**src/rtl/shift_univ_pkg.sv**
```systemverilog
// -----------------------------------------------------------------------------
// shift_univ_pkg
// Shared encodings for the universal shift register.
//   MODE_*  : 3-bit shift mode codes. Codes 101..111 are reserved. A reserved
//             code leaves the register contents unchanged.
//   state_e : control FSM states of the top level.
// -----------------------------------------------------------------------------
package shift_univ_pkg;

   localparam logic [2:0] MODE_LSL = 3'b000;
   localparam logic [2:0] MODE_LSR = 3'b001;
   localparam logic [2:0] MODE_ASR = 3'b010;
   localparam logic [2:0] MODE_ROL = 3'b011;
   localparam logic [2:0] MODE_ROR = 3'b100;

   typedef enum logic [1:0] {
      ST_IDLE  = 2'd0,
      ST_SHIFT = 2'd1,
      ST_DONE  = 2'd2
   } state_e;

endpackage : shift_univ_pkg

```
**src/rtl/shift_univ_step.sv**
```systemverilog
// -----------------------------------------------------------------------------
// shift_univ_step
// Combinational single-bit step of the universal shifter.
// Ports:
//   value_i     : current register value (WIDTH bits)
//   mode_i      : shift mode (see shift_univ_pkg)
//   serial_in_i : fill bit for the logical shifts
//   value_o     : value after one step
//   shift_out_o : bit shifted or rotated out by this step
//   shift_vld_o : high when mode_i is a defined mode. When it is low, the
//                 caller keeps its serial-out bit unchanged.
// -----------------------------------------------------------------------------
module shift_univ_step
   import shift_univ_pkg::*;
#(
   parameter int WIDTH = 8
) (
   input  logic [WIDTH-1:0] value_i,
   input  logic [2:0]       mode_i,
   input  logic             serial_in_i,
   output logic [WIDTH-1:0] value_o,
   output logic             shift_out_o,
   output logic             shift_vld_o
);

   always_comb begin
      value_o     = value_i;
      shift_out_o = 1'b0;
      shift_vld_o = 1'b0;
      case (mode_i)
         MODE_LSL: begin
            value_o     = {value_i[WIDTH-2:0], serial_in_i};
            shift_out_o = value_i[WIDTH-1];
            shift_vld_o = 1'b1;
         end
         MODE_LSR: begin
            value_o     = {serial_in_i, value_i[WIDTH-1:1]};
            shift_out_o = value_i[0];
            shift_vld_o = 1'b1;
         end
         MODE_ASR: begin
            value_o     = {value_i[WIDTH-1], value_i[WIDTH-1:1]};
            shift_out_o = value_i[0];
            shift_vld_o = 1'b1;
         end
         MODE_ROL: begin
            value_o     = {value_i[WIDTH-2:0], value_i[WIDTH-1]};
            shift_out_o = value_i[WIDTH-1];
            shift_vld_o = 1'b1;
         end
         MODE_ROR: begin
            value_o     = {value_i[0], value_i[WIDTH-1:1]};
            shift_out_o = value_i[0];
            shift_vld_o = 1'b1;
         end
         default: begin
            value_o     = value_i;
            shift_out_o = 1'b0;
            shift_vld_o = 1'b0;
         end
      endcase
   end

endmodule : shift_univ_step

```
**src/rtl/shift_register_univ.sv**
```systemverilog
// -----------------------------------------------------------------------------
// shift_register_univ
// Parametrised universal shift register. It supports parallel load and a
// multi-step shift command. The command runs one bit per cycle under a
// start/busy/done handshake, and abort cancels it.
// Ports:
//   clk, rst   : clock and asynchronous active-high reset
//   load_en    : parallel load request (IDLE only), data on load_data
//   start      : shift command request (IDLE only)
//   mode       : shift mode, latched at start
//   shift_amt  : number of single-bit steps, latched at start
//   serial_in  : fill bit for LSL/LSR, sampled live on every step
//   abort      : cancels a command in progress (no done pulse)
//   out        : register contents
//   serial_out : bit most recently shifted or rotated out
//   busy       : high while stepping
//   done       : one-cycle completion pulse
// -----------------------------------------------------------------------------
module shift_register_univ
   import shift_univ_pkg::*;
#(
   parameter int               WIDTH   = 8,
   parameter logic [WIDTH-1:0] RST_VAL = 8'b1010_1010,
   parameter int               CNT_W   = $clog2(WIDTH + 1)
) (
   input  logic             clk,
   input  logic             rst,
   input  logic             load_en,
   input  logic [WIDTH-1:0] load_data,
   input  logic             start,
   input  logic [2:0]       mode,
   input  logic [CNT_W-1:0] shift_amt,
   input  logic             serial_in,
   input  logic             abort,
   output logic [WIDTH-1:0] out,
   output logic             serial_out,
   output logic             busy,
   output logic             done
);

   localparam logic [CNT_W-1:0] CNT_ZERO = '0;
   localparam logic [CNT_W-1:0] CNT_ONE  = CNT_W'(1);

   state_e           state_q;
   logic [CNT_W-1:0] cnt_q;
   logic [2:0]       mode_q;
   logic [WIDTH-1:0] out_q;
   logic             sout_q;
   logic             busy_q;
   logic             done_q;

   logic [WIDTH-1:0] out_d;
   logic             sout_d;
   logic             sout_vld;

   // The step uses the latched mode, so changes on the mode input during a
   // command have no effect.
   shift_univ_step #(
      .WIDTH (WIDTH)
   ) u_step (
      .value_i     (out_q),
      .mode_i      (mode_q),
      .serial_in_i (serial_in),
      .value_o     (out_d),
      .shift_out_o (sout_d),
      .shift_vld_o (sout_vld)
   );

   always_ff @(posedge clk or posedge rst) begin
      if (rst) begin
         state_q <= ST_IDLE;
         cnt_q   <= CNT_ZERO;
         mode_q  <= MODE_LSL;
         out_q   <= RST_VAL;
         sout_q  <= 1'b0;
         busy_q  <= 1'b0;
         done_q  <= 1'b0;
      end else begin
         case (state_q)
            ST_IDLE: begin
               done_q <= 1'b0;
               // Load has priority. A start in the same cycle is dropped.
               if (load_en) begin
                  out_q  <= load_data;
                  sout_q <= 1'b0;
               end else if (start) begin
                  mode_q <= mode;
                  if (shift_amt == CNT_ZERO) begin
                     state_q <= ST_DONE;
                     done_q  <= 1'b1;
                  end else begin
                     state_q <= ST_SHIFT;
                     cnt_q   <= shift_amt;
                     busy_q  <= 1'b1;
                  end
               end
            end
            ST_SHIFT: begin
               if (abort) begin
                  state_q <= ST_IDLE;
                  cnt_q   <= CNT_ZERO;
                  busy_q  <= 1'b0;
               end else begin
                  out_q <= out_d;
                  if (sout_vld) begin
                     sout_q <= sout_d;
                  end
                  cnt_q <= cnt_q - CNT_ONE;
                  if (cnt_q == CNT_ONE) begin
                     state_q <= ST_DONE;
                     busy_q  <= 1'b0;
                     done_q  <= 1'b1;
                  end
               end
            end
            ST_DONE: begin
               state_q <= ST_IDLE;
               done_q  <= 1'b0;
            end
            default: begin
               state_q <= ST_IDLE;
               busy_q  <= 1'b0;
               done_q  <= 1'b0;
            end
         endcase
      end
   end

   assign out        = out_q;
   assign serial_out = sout_q;
   assign busy       = busy_q;
   assign done       = done_q;

endmodule : shift_register_univ
```
**config.mk**
```make
export PLATFORM = sky130hd
export DESIGN_NAME = shift_register_univ
export DESIGN_NICKNAME = d
export VERILOG_FILES = /design/src/rtl/shift_univ_pkg.sv /design/src/rtl/shift_univ_step.sv /design/src/rtl/shift_register_univ.sv
export SDC_FILE = /design/constraint.sdc
export NUM_CORES = 1
export LEC_CHECK = 0
export ABC_AREA = 1
export BUFFER_PORTS_ARGS = -buffer_cell sky130_fd_sc_hd__buf_2
export CAP_MARGIN = 20
export CORE_ASPECT_RATIO = 0.8
export CORE_UTILIZATION = 45
export CTS_CLUSTER_DIAMETER = 120
export DETAILED_ROUTE_END_ITERATION = 12
export PLACE_DENSITY = 0.77
export SYNTH_ARGS = -nofsm -noshare
export SYNTH_HDL_FRONTEND = slang
export SYNTH_SLANG_ARGS = --single-unit
```
**constraint.sdc**
```tcl
create_clock -name clk -period 3.1 [get_ports clk]
set_input_delay 0.155 -clock clk [delete_from_list [all_inputs] [get_ports clk]]
set_output_delay 0.155 -clock clk [all_outputs]
set_load 0.01 [all_outputs]
```
## Word level (Yosys, flattened, before mapping)

Index checks and enable logic that the tools add are counted.

- Register bits after elaboration: 20
- Output and inout bits: 11
- Input bits: 21
- Logic and storage cells: 77

- Equal/unequal tests: 18
- Bitwise logic cells: 2
- Reduce and logical (&&, ||, !) cells: 15
- $add $sub $neg: 1
- Muxes and demuxes: 33

Operator list:

| kind | number |
|---|---|
| 8-bit case mux with 5 select lines | 1 |
| 4-bit 2-to-1 mux | 4 |
| 8-bit 2-to-1 mux | 2 |
| 2-bit inequality test (second input constant) | 8 |
| 8-bit case mux with 2 select lines | 1 |
| 1-bit 2-to-1 mux | 14 |
| 4-bit AND reduction | 3 |
| 2-bit 2-to-1 mux | 5 |
| 5-bit AND reduction | 2 |
| 4-bit case mux with 2 select lines | 1 |
| 3-bit by 2-bit equality test with 1-bit output (second input constant) | 2 |
| 6-bit by 1-bit inequality test with 1-bit output (second input constant) | 1 |
| 1-bit case mux with 2 select lines | 3 |
| 3-bit AND reduction | 2 |
| 5-bit by 1-bit inequality test with 1-bit output (second input constant) | 1 |
| 5-bit OR reduction | 1 |
| 4-bit by 1-bit equality test with 1-bit output (second input constant) | 1 |
| 4-bit zero test | 1 |
| 2-bit case mux with 2 select lines | 1 |
| 4-bit by 1-bit subtractor with 4-bit output (second input constant) | 1 |
| 3-bit by 1-bit equality test with 1-bit output (second input constant) | 1 |
| 3-bit equality test (second input constant) | 1 |
| 3-bit zero test | 1 |
| 3-bit inequality test (second input constant) | 1 |
| 9 further kinds | 10 |

## Longest topological paths before layout

Gate-level depths: netlist of run 1.

- Depth after elaboration: 6
- Gate-level depth with buffers: 9
- Mapped depth without buffers: 8

## By module

From an unflattened synthesis of run 1, not the netlist that was laid out.

- Cell total of the unflattened synthesis: 250
- Area, all modules: 1695.4 µm²

Modules (own cells, without submodules):

| module | times used | seq. area each (µm²) | cells an instance | area an instance (µm²) |
|---|---|---|---|---|
| shift_register_univ | 1 | 505.5 | 153 | 1177.4 |
| shift_univ_step | 1 | 0.0 | 97 | 518.0 |

## Least setup slack after synthesis of run 1

OpenSTA, ideal clock, no wires.

- Path type: register to register
- Start point: register state_q[1]
- End point: register cnt_q[1]
- Path slack: 1.862 ns
- Data required time: 2.973 ns
- Cell stages (with the launch flop): 5
- Buffers on the path: 0
- Setup time: 0.127 ns
- Period minus slack after synthesis: 1.238 ns
- Arrival time: 1.111 ns
- Cell sequence: dfrtp_1 > nor3_4 > nand2_1 > nand2_1 > o21ai_0

- Word-level cells in the longest chain between the ends: 3
- Elaborated cells on any way between the ends: 8
- Those cells by class: 4 x eq/ne; 1 x mux; 3 x reduce/logical

RTL lines:

| element | RTL line | source |
|---|---|---|
| from (decl) | shift_register_univ.sv:44 | `state_e state_q;` |
| from (signal assigned) | shift_register_univ.sv:71 | `state_q <= ST_IDLE;` |
| from (signal assigned) | shift_register_univ.sv:89 | `state_q <= ST_DONE;` |
| from (signal assigned) | shift_register_univ.sv:92 | `state_q <= ST_SHIFT;` |
| 2-bit by 1-bit equality test with 1-bit output / 2-bit zero test (equally long branches) | shift_register_univ.sv:79 | `case (state_q)` |
| 2-bit nonzero test (no source line) / 2-bit inequality test (equally long branches) | -- |  |
| 4-bit AND reduction (no source line) | -- |  |
| to (signal assigned) | shift_register_univ.sv:93 | `cnt_q <= shift_amt;` |
| to (signal assigned) | shift_register_univ.sv:108 | `cnt_q <= cnt_q - CNT_ONE;` |
| to (decl) | shift_register_univ.sv:45 | `logic [CNT_W-1:0] cnt_q;` |

Several ways; a longest one is shown, not always the timed one.
A chain may end at the register's enable or synchronous reset.

## Worst setup path in the final report of run 1

- Start point: register state_q[1]
- End point: register cnt_q[2]

The elaborated chain is that of the path after synthesis.

==> results.tsv, run 1 <==
metric	value	unit
Post-Syn Area	1310	um2
YS warnings	0	
first-pass GRT wire length	4.86	mm
post-synth cell types	25	
DRC	0	
max cap viols	0	
met3 wire length	174	um
Setup Viol. Count Final	0	
met1 WL	1.46	mm
initial antenna violation count	0	
worst-path maximum fanout	17	
layout cells sized above 1	0.290	
Synth Register Bits	20	
endpoints failing hold	0	
Pleak	0.000803	uW
Setup CP Type	reg -> reg	
htree depth	1	
Post-DP HPWL	2.21	mm
hold path cells	3	
I/O pin cnt	32	
commonest cells after routing, fill and taps aside	nand2_1, buf_2, nand3_1, inv_1, dfrtp_1	
most common cell after layout, fill and taps aside	nand2_1	
share of the yosys chip area belonging to registers	0.385	
Die X	62.4	um
Core Box Area	2770	um2
syn_area_per_cell	7.42	um2
final core area utilization	0.557	
CTS tree	yes	
Crit. End Element	flop	
Routed WL	2.99	mm
Routed Antenna Nets	0	
DR vias	1275	
DRT iter0 DRCs	67	
Clock Pin Slew Worst Setup and Hold Paths	0.12	ns
Worst slew margin	0.487	
CTS root buf	clkbuf_4	
Cells after Synth	177	
top layer in use	met4	
Final min period	1.53	ns
First-pass DRT Iterations	4	
port bufs	31	
area grow syn2layout	17.3	%
synth top area cells	dfrtp_1, nand2_1, dfstp_2	
clock buffer count from CTS	3	
GRT overflow	0	
drt wl/cell	12.1	um
outcome	finished clean	
syn_nets	200	
DIE HEIGHT	50.3	um
full die area	3140	um2
Worst EP required	3.31	ns
RSZ-0062 raised after global routing	false	
Register-to-Register Path Depth	5	
clock latency on the worst-skew pair	0.31	ns
vias in the first global route	1111	
Placer Congestion	0.870	
Yosys top cell by area	dfrtp_1	
Peak VDD IR	0.547	mV
largest net degree at the start of global routing	21	
# rows	17	
Initial Util	0.475	
Sink Count	20	
final worst-path cycle share	0.493	
Setup TNS	0	ns
worst min path class	in -> reg	
Pins Over Slew Limit	0	
Setup Skew	0.00844	ns
Least-Margin Pin Slew	0.769	ns
Worst Setup Start Kind	flop	
GRT Total Usage	0.200	
Synth top area share	0.305	
DR vias/cell	5.14	
deepest clock path buffer count	2	
# diodes	0	
Crit path arrival time	1.74	ns
P per Cell Area	1010	nW/um2
routed length on met2	1.33	mm
Layout Nets	234	
Peak Freq	654	MHz
## through the flow
stage | setup WS [ns] | instances | area, um2 | hold slack, ns | power, uW
floorplan | 1.86 | 177 | 1310 | 0.116 | 1180
global placement | 1.66 | 243 | 1500 | 0.330 | 1380
detailed placement | 1.60 | 243 | 1500 | 0.331 | 1390
CTS | 1.59 | 248 | 1540 | 0.0461 | 1560
global route | 1.49 | 248 | 1540 | 0.0437 | 1700
finish | 1.57 | 248 | 1540 | 0.0460 | 1560
## logic make-up (layout without fill, tap and decap cells)
group,Yosys count,count (layout),synth area share
simple gates,94,94,0.355
compound gates,33,33,0.148
buf+inv,27,60,0.0867
flops,20,20,0.385
fa+ha+maj,2,2,0.0190
xor+xnor,1,1,0.00667
## synth_stat cells (all sizes together)
library cell,instances
buf,3
dfstp,4
o22ai,2
dfrtp,16
a21oi,20
o21ai,11
nand4,4
ha,2
nand2,51
xnor2,1
nor2,16
nor3,2
nand3,21
inv,24
## path summary, 6_finish.rpt
| path | start | endpoint | slack [ns] |
|---|---|---|---|
| worst max-delay path | state_q[1] | cnt_q[2] | 1.57 |
| worst min-delay path | mode[1] | mode_q[1] | 0.05 |
| worst max register to register | state_q[1] | cnt_q[2] | 1.57 |
| worst min register to register | serial_out | serial_out | 0.50 |
| max in group asynchronous | rst | mode_q[2] | 2.10 |
| min in group asynchronous | rst | state_q[0] | 0.52 |
## per-layer routing
metal | track usage | vias to the layer above
met5 | 0 | -
met4 | 0.0465 | 0
met3 | 0.0591 | 4
met2 | 0.313 | 42
met1 | 0.273 | 583
li1 | - | 646
## timing repair
item / CTS / global route
resized for setup: 0 / 0
buffers inserted: 0 / 0
setup endpoints to repair: 0 / 0
hold buffers: 1 / 0
endpoints found under the hold margin: 16 / 0
## flip-flops by register name, indices dropped and copies added, names as in the netlist
register and flops:
done 1, cnt_q 4, state_q 2, out 8, mode_q 3, serial_out 1, busy 1
## critical path, cell delays in order (launching register included)
cell	delay, ns
dfrtp_1	0.50
nor2_8	0.30
inv_2	0.19
nand2_1	0.24
nand2_1	0.08
o21ai_0	0.11
## where the power goes
| part | leakage (uW) | internal, uW | switching (uW) |
|---|---|---|---|
| combinational | 0.000543 | 314 | 550 |
| sequential | 0.000240 | 400 | 138 |
| clock | 0.0000210 | 71.7 | 84.2 |
## area by class of cell
type / count / area (um2)
Fill cell: 275 / 1220
Sequential cell: 20 / 505
Inverter: 24 / 92.6
Timing Repair Buffer: 32 / 165
Multi-Input combinational cell: 130 / 694
Clock buffer: 4 / 36.3
Tap cell: 38 / 47.5
No activity file was read; power rests on OpenSTA's default activity.
==> inputs of run 2 (changes only) <==
==> constraint.sdc (replaced) <==
create_clock -name clk -period 1.6 [get_ports clk]
set_input_delay 0.08 -clock clk [delete_from_list [all_inputs] [get_ports clk]]
set_output_delay 0.08 -clock clk [all_outputs]
set_load 0.01 [all_outputs]
==> results.tsv, run 2 (synthesis results as in run 1) <==
metric	value	unit	change
port bufs	31		unchanged
Pleak	0.000820	uW	+2.0%
largest net degree at the start of global routing	21		unchanged
max FFs per register	8		unchanged
WP buf/inv	2		+1
clock latency on the worst-skew pair	0.30	ns	about the same
Placer Congestion	0.879		+1.1%
htree depth	1		unchanged
Worst Setup Start Kind	flop		
CTS resizes	0		unchanged
Sequential Power Share	0.354		+0.009
Sink Count	20		unchanged
layout cells sized above 1	0.294		+0.00392
Fill cells	275		unchanged
# rows	17		unchanged
Crit path arrival time	1.60	ns	-0.14 ns
drt wl/cell	11.3	um	-5.8%
worst-path maximum fanout	9		-8
Crit-path slowest cell	dfrtp_1		
Initial Util	0.475		unchanged
vias in the first global route	1043		-6.1%
clock power share	0.080		-0.020
first-pass GRT wire length	4.68	mm	-3.8%
Worst EP required	1.80	ns	-1.51 ns
slowest stage delay, CP	0.50	ns	about the same
Post-DP HPWL	2.15	mm	-2.6%
endpoints failing hold	0		unchanged
sequential cell area	505	um2	unchanged
initial antenna violation count	0		unchanged
CP cell instances	inv_1 -> nand2_2 -> nand3_1 -> nand2_4 -> inv_4 -> nor2_1 -> a21oi_2		
min-delay src	mode[0]		
Setup Skew	0.000979	ns	-0.00746 ns
area grow syn2layout	19.5	%	
Pins Over Slew Limit	0		unchanged
Setup Viol. Count Final	0		unchanged
GRT overflow	0		unchanged
Crit. Startpoint	mode_q[0]		
Top delay family on crit path	simple AND/OR/NAND/NOR gates		
CTS tree	yes		
Die X	62.4	um	unchanged
DIE HEIGHT	50.3	um	unchanged
Clock Pin Slew Worst Setup and Hold Paths	0.10	ns	-0.02 ns
deepest clock path buffer count	2		unchanged
Routed WL	2.86	mm	-4.3%
Least-Margin Pin Slew	0.302	ns	-0.467 ns
final worst-path cycle share	0.880		+0.387
First-pass DRT Iterations	5		+1
most common cell after layout, fill and taps aside	nand2_1		
RSZ-0062 raised after global routing	false		
GRT Total Usage	0.192		-0.00848
combinational power share	0.566		+0.011
Core Box Area	2770	um2	unchanged
R2R Path Start	mode_q[0]		
full die area	3140	um2	unchanged
CTS root buf	clkbuf_4		
r2r setup slk	0.19	ns	-1.38 ns
area of the multi-input gates	694	um2	unchanged
clock buffer count from CTS	3		unchanged
Setup TNS	0	ns	unchanged
DR vias	1246		-2.3%
Peak VDD IR	0.915	mV	+67%
DRT iter0 DRCs	54		-19%
max cap viols	0		unchanged
DRC	0		unchanged
DR vias/cell	4.94		-3.8%
switching part of the total power	0.493		-0.00223
Peak Freq	710	MHz	+8.6%
outcome	finished clean		
Power Internal	1490	uW	+90%
Layout Nets	239		+2.1%
# diodes	0		unchanged
Crit. End Element	flop		
I/O pin cnt	32		unchanged
Setup CP Type	reg -> reg		
Final min period	1.41	ns	-0.121 ns
area of placed instances	1520	um2	+1.5%
Finished Cell Area	1570	um2	+1.9%
P per Cell Area	1870	nW/um2	+86%
worst min path class	in -> reg		
commonest cells after routing, fill and taps aside	nand2_1, buf_2, nand3_1, inv_1, dfrtp_1		
net switching power	1450	uW	+88%
Routed Antenna Nets	0		unchanged
Worst slew margin	0.799		+0.312
-- run 2: layer usage --
| metal | share of wire | global-route usage |
|---|---|---|
| met5 | 0 | 0 |
| met4 | 0 | 0.0349 |
| met2 | 0.41 | 0.279 |
| met1 | 0.53 | 0.284 |
| met3 | 0.054 | 0.0523 |
-- run 2: power groups by stage --
stage,Clock [uW],Sequential (uW),Combinational (uW)
after floorplan,0,1040,1250
after global placement,0,1050,1640
after detailed placement,0,1050,1650
after CTS,246,1040,1670
after global routing,273,1070,1870
final,236,1040,1670
-- run 2: area by class of cell --
cell class | instances | area share
Multi-Input combinational cell | 130 | 0.442
Sequential cell | 20 | 0.322
Timing Repair Buffer | 37 | 0.132
Inverter | 24 | 0.0590
Tap cell | 38 | 0.0303
Clock buffer | 3 | 0.0143
-- run 2: worst paths after layout --
path	end	depth (start not counted)
setup / recovery	out[2]	7
hold / removal	mode_q[0]	3
setup reg to reg	out[2]	7
hold reg to reg	busy	2
max in group asynchronous	out[7]	4
min in group asynchronous	cnt_q[0]	4
-- run 2: repair_timing --
action | CTS | global route
hold buffers | 3 | 0
buffers inserted | 0 | 0
hold endpoints to repair | 18 | 0
-- run 2: metrics by stage --
step                setup WS, ns  utilization  hold WS (ns)  instances  total power (uW)
floorplan                  0.362            -        0.0409        177              2290
global placement           0.246        0.549         0.118        246              2680
CTS                        0.200        0.568       0.00557        252              2950
detailed placement         0.218        0.549         0.116        246              2700
finish                     0.192        0.568       0.00380        252              2940
global route              0.0873        0.568       0.00476        252              3220
-- run 2: worst register-to-register path, cell delays in order, from the launching register on --
cell and delay [ns]:
dfrtp_1 0.50, inv_1 0.12, nand2_2 0.13, nand3_1 0.15
nand2_4 0.18, inv_4 0.07, nor2_1 0.12, a21oi_2 0.04
==> inputs of run 3 (changes only) <==
--- a/config.mk
+++ b/config.mk
@@ -12,7 +12,8 @@
 export CORE_UTILIZATION = 45
 export CTS_CLUSTER_DIAMETER = 120
 export DETAILED_ROUTE_END_ITERATION = 12
-export PLACE_DENSITY = 0.77
+export PLACE_DENSITY = 0.75
 export SYNTH_ARGS = -nofsm -noshare
 export SYNTH_HDL_FRONTEND = slang
+export SYNTH_HIERARCHICAL = 1
 export SYNTH_SLANG_ARGS = --single-unit
==> results.tsv, run 3 <==
metric	value	unit	change
worst-path maximum fanout	25		+16
DRT iter0 DRCs	155		+190%
Pleak	0.00107	uW	+30%
Sink Count	20		unchanged
clock latency on the worst-skew pair	0.27	ns	-0.03 ns
Pins Over Slew Limit	0		unchanged
Peak Freq	699	MHz	-1.5%
pre-CTS setup slack	0.197	ns	-0.0214 ns
Crit. End Element	flop		
I/O pin cnt	32		unchanged
clock buffer count from CTS	3		unchanged
syn_area_per_cell	6.78	um2	-8.6%
Die X	70.6	um	+13%
RSZ-0062 raised after global routing	false		
layout cells sized above 1	0.264		-0.0303
# diodes	0		unchanged
CTS resizes	0		unchanged
Setup TNS	0	ns	unchanged
GRT overflow	0		unchanged
post-synth cell types	27		+8.0%
R2R Path Start	mode_q[2]		
dpl cells	321		+30%
Initial Util	0.482		+0.00675
commonest cells after routing, fill and taps aside	nand2_1, buf_2, nand3_1, nand4_1, dfrtp_1		
Cells after Synth	250		+41%
deepest clock path buffer count	2		unchanged
DRC	0		unchanged
First-pass DRT Iterations	6		+1
synth top area cells	dfrtp_1, nand2_1, nand4_1		
area grow syn2layout	15.9	%	
DR vias/cell	5.33		+7.9%
vias in the first global route	1548		+48%
port bufs	31		unchanged
Post-synth EDFFs	0		unchanged
top-count cell post-synth	nand2_1		
P per Cell Area	1980	nW/um2	+5.5%
max FFs per register	8		unchanged
DIE HEIGHT	56.9	um	+13%
CTS tree	yes		
Routed Antenna Nets	0		unchanged
Routed WL	4.11	mm	+44%
full die area	4020	um2	+28%
htree depth	1		unchanged
Placer Congestion	0.922		+4.9%
worst min path class	in -> reg		
min-delay src	mode[0]		
Worst EP required	1.80	ns	about the same
Peak VDD IR	0.749	mV	-18%
max cap viols	0		unchanged
Setup CP Type	reg -> reg		
drt wl/cell	12.6	um	+11%
Core Box Area	3520	um2	+27%
initial antenna violation count	0		unchanged
commonest cells in the netlist	nand2_1, nand3_1, nand4_1		
final instance count without filler cells	326		+29%
YS warnings	6		+6
Post-Syn Area	1700	um2	+29%
Setup Viol. Count Final	0		unchanged
ys flop type	dfrtp_1		
DR vias	1739		+40%
Crit. Startpoint	mode_q[2]		
first-pass GRT wire length	7.02	mm	+50%
Post-DP HPWL	3.01	mm	+40%
Layout Nets	308		+29%
Final min period	1.43	ns	+0.0217 ns
most common cell after layout, fill and taps aside	nand2_1		
Worst Setup Start Kind	flop		
syn_nets	273		+37%
# rows	19		+2
Synth Register Bits	20		unchanged
Setup Skew	0.00844	ns	+0.00746 ns
outcome	finished clean		
Yosys top cell by area	dfrtp_1		
Synth top area share	0.236		-0.0686
Crit path arrival time	1.63	ns	+0.03 ns
Clock Pin Slew Worst Setup and Hold Paths	0.08	ns	-0.02 ns
Least-Margin Pin Slew	0.417	ns	+0.115 ns
share of the yosys chip area belonging to registers	0.298		-0.0866
fraction of registers with async set/reset	1.00		unchanged
Final WS setup	0.170	ns	-0.0217 ns
final worst-path cycle share	0.894		+0.0136
Worst slew margin	0.722		-0.0770
largest net degree at the start of global routing	26		+24%
GRT Total Usage	0.222		+0.0300
endpoints failing hold	0		unchanged
CTS root buf	clkbuf_8		
## run 3: changes by cell type after synthesis, moves of 7 or more
cell	change
nand4_1	+20
a21oi_1	-10
nand2_1	+54
o21ai_2	+8
nand3_1	+7
o21ai_0	-7
a21oi_2	-7
## run 3: path summary, 6_finish.rpt
kind                               to  slack (ns)  cells past startpoint
setup / recovery               out[7]        0.17                      8
hold / removal              mode_q[0]        0.01                      3
setup reg to reg               out[7]        0.17                      8
hold reg to reg                  busy        0.49                      2
max in group asynchronous      out[3]        0.75                      4
min in group asynchronous  serial_out        0.30                      3
## run 3: final cells by class
class	count	area, um2
tap	42	52.6
fill	337	1550
clock inverter	1	30.0
clock buffer	3	41.3
inverter	24	90.1
multi-input combinational	195	1000
sequential	20	505
timing repair buffer	41	245
## run 3: kinds of logic (layout without fill, tap and decap cells)
group,after synthesis,in the layout,synth area share
buf+inv,35,69,0.112
compound gates,19,19,0.0827
xor+xnor,1,1,0.00517
flops,20,20,0.298
simple gates,173,173,0.487
fa+ha+maj,2,2,0.0148
## run 3: repair_timing
item                      4_1_cts  5_1_grt
hold endpoints to repair        6        0
setup buffers                   0        0
hold buffers                    1        0
## run 3: worst max-delay path, cell delays in order (launching register included)
cell	delay, ns
dfrtp_1	0.39
inv_2	0.32
nand3_1	0.20
nand3_1	0.13
nand4_1	0.08
nand2_1	0.07
nand2_1	0.04
nand2_1	0.08
o21ai_2	0.05
## run 3: report_power, final
part           switching (uW)  total [uW]  internal (uW)
clock                     192         526            335
sequential                359        1120            763
combinational            1400        2230            830
total                    1960        3880           1930
## run 3: per-layer routing
layer / track usage / part of all wire
met5: 0 / 0
met1: 0.324 / 0.48
met2: 0.337 / 0.44
met3: 0.0557 / 0.073
met4: 0.0400 / 0.011
## run 3: through the flow
step	total power (uW)	instance area (um2)	util	hold slack, ns
2_1_floorplan	2830	1700	-	0.0409
3_3_place_gp	3310	1880	0.535	0.0435
3_5_place_dp	3330	1880	0.535	0.0365
4_1_cts	3880	1960	0.558	0.0140
5_1_grt	4260	1960	0.558	0.0389
6_report	3880	1960	0.558	0.0143
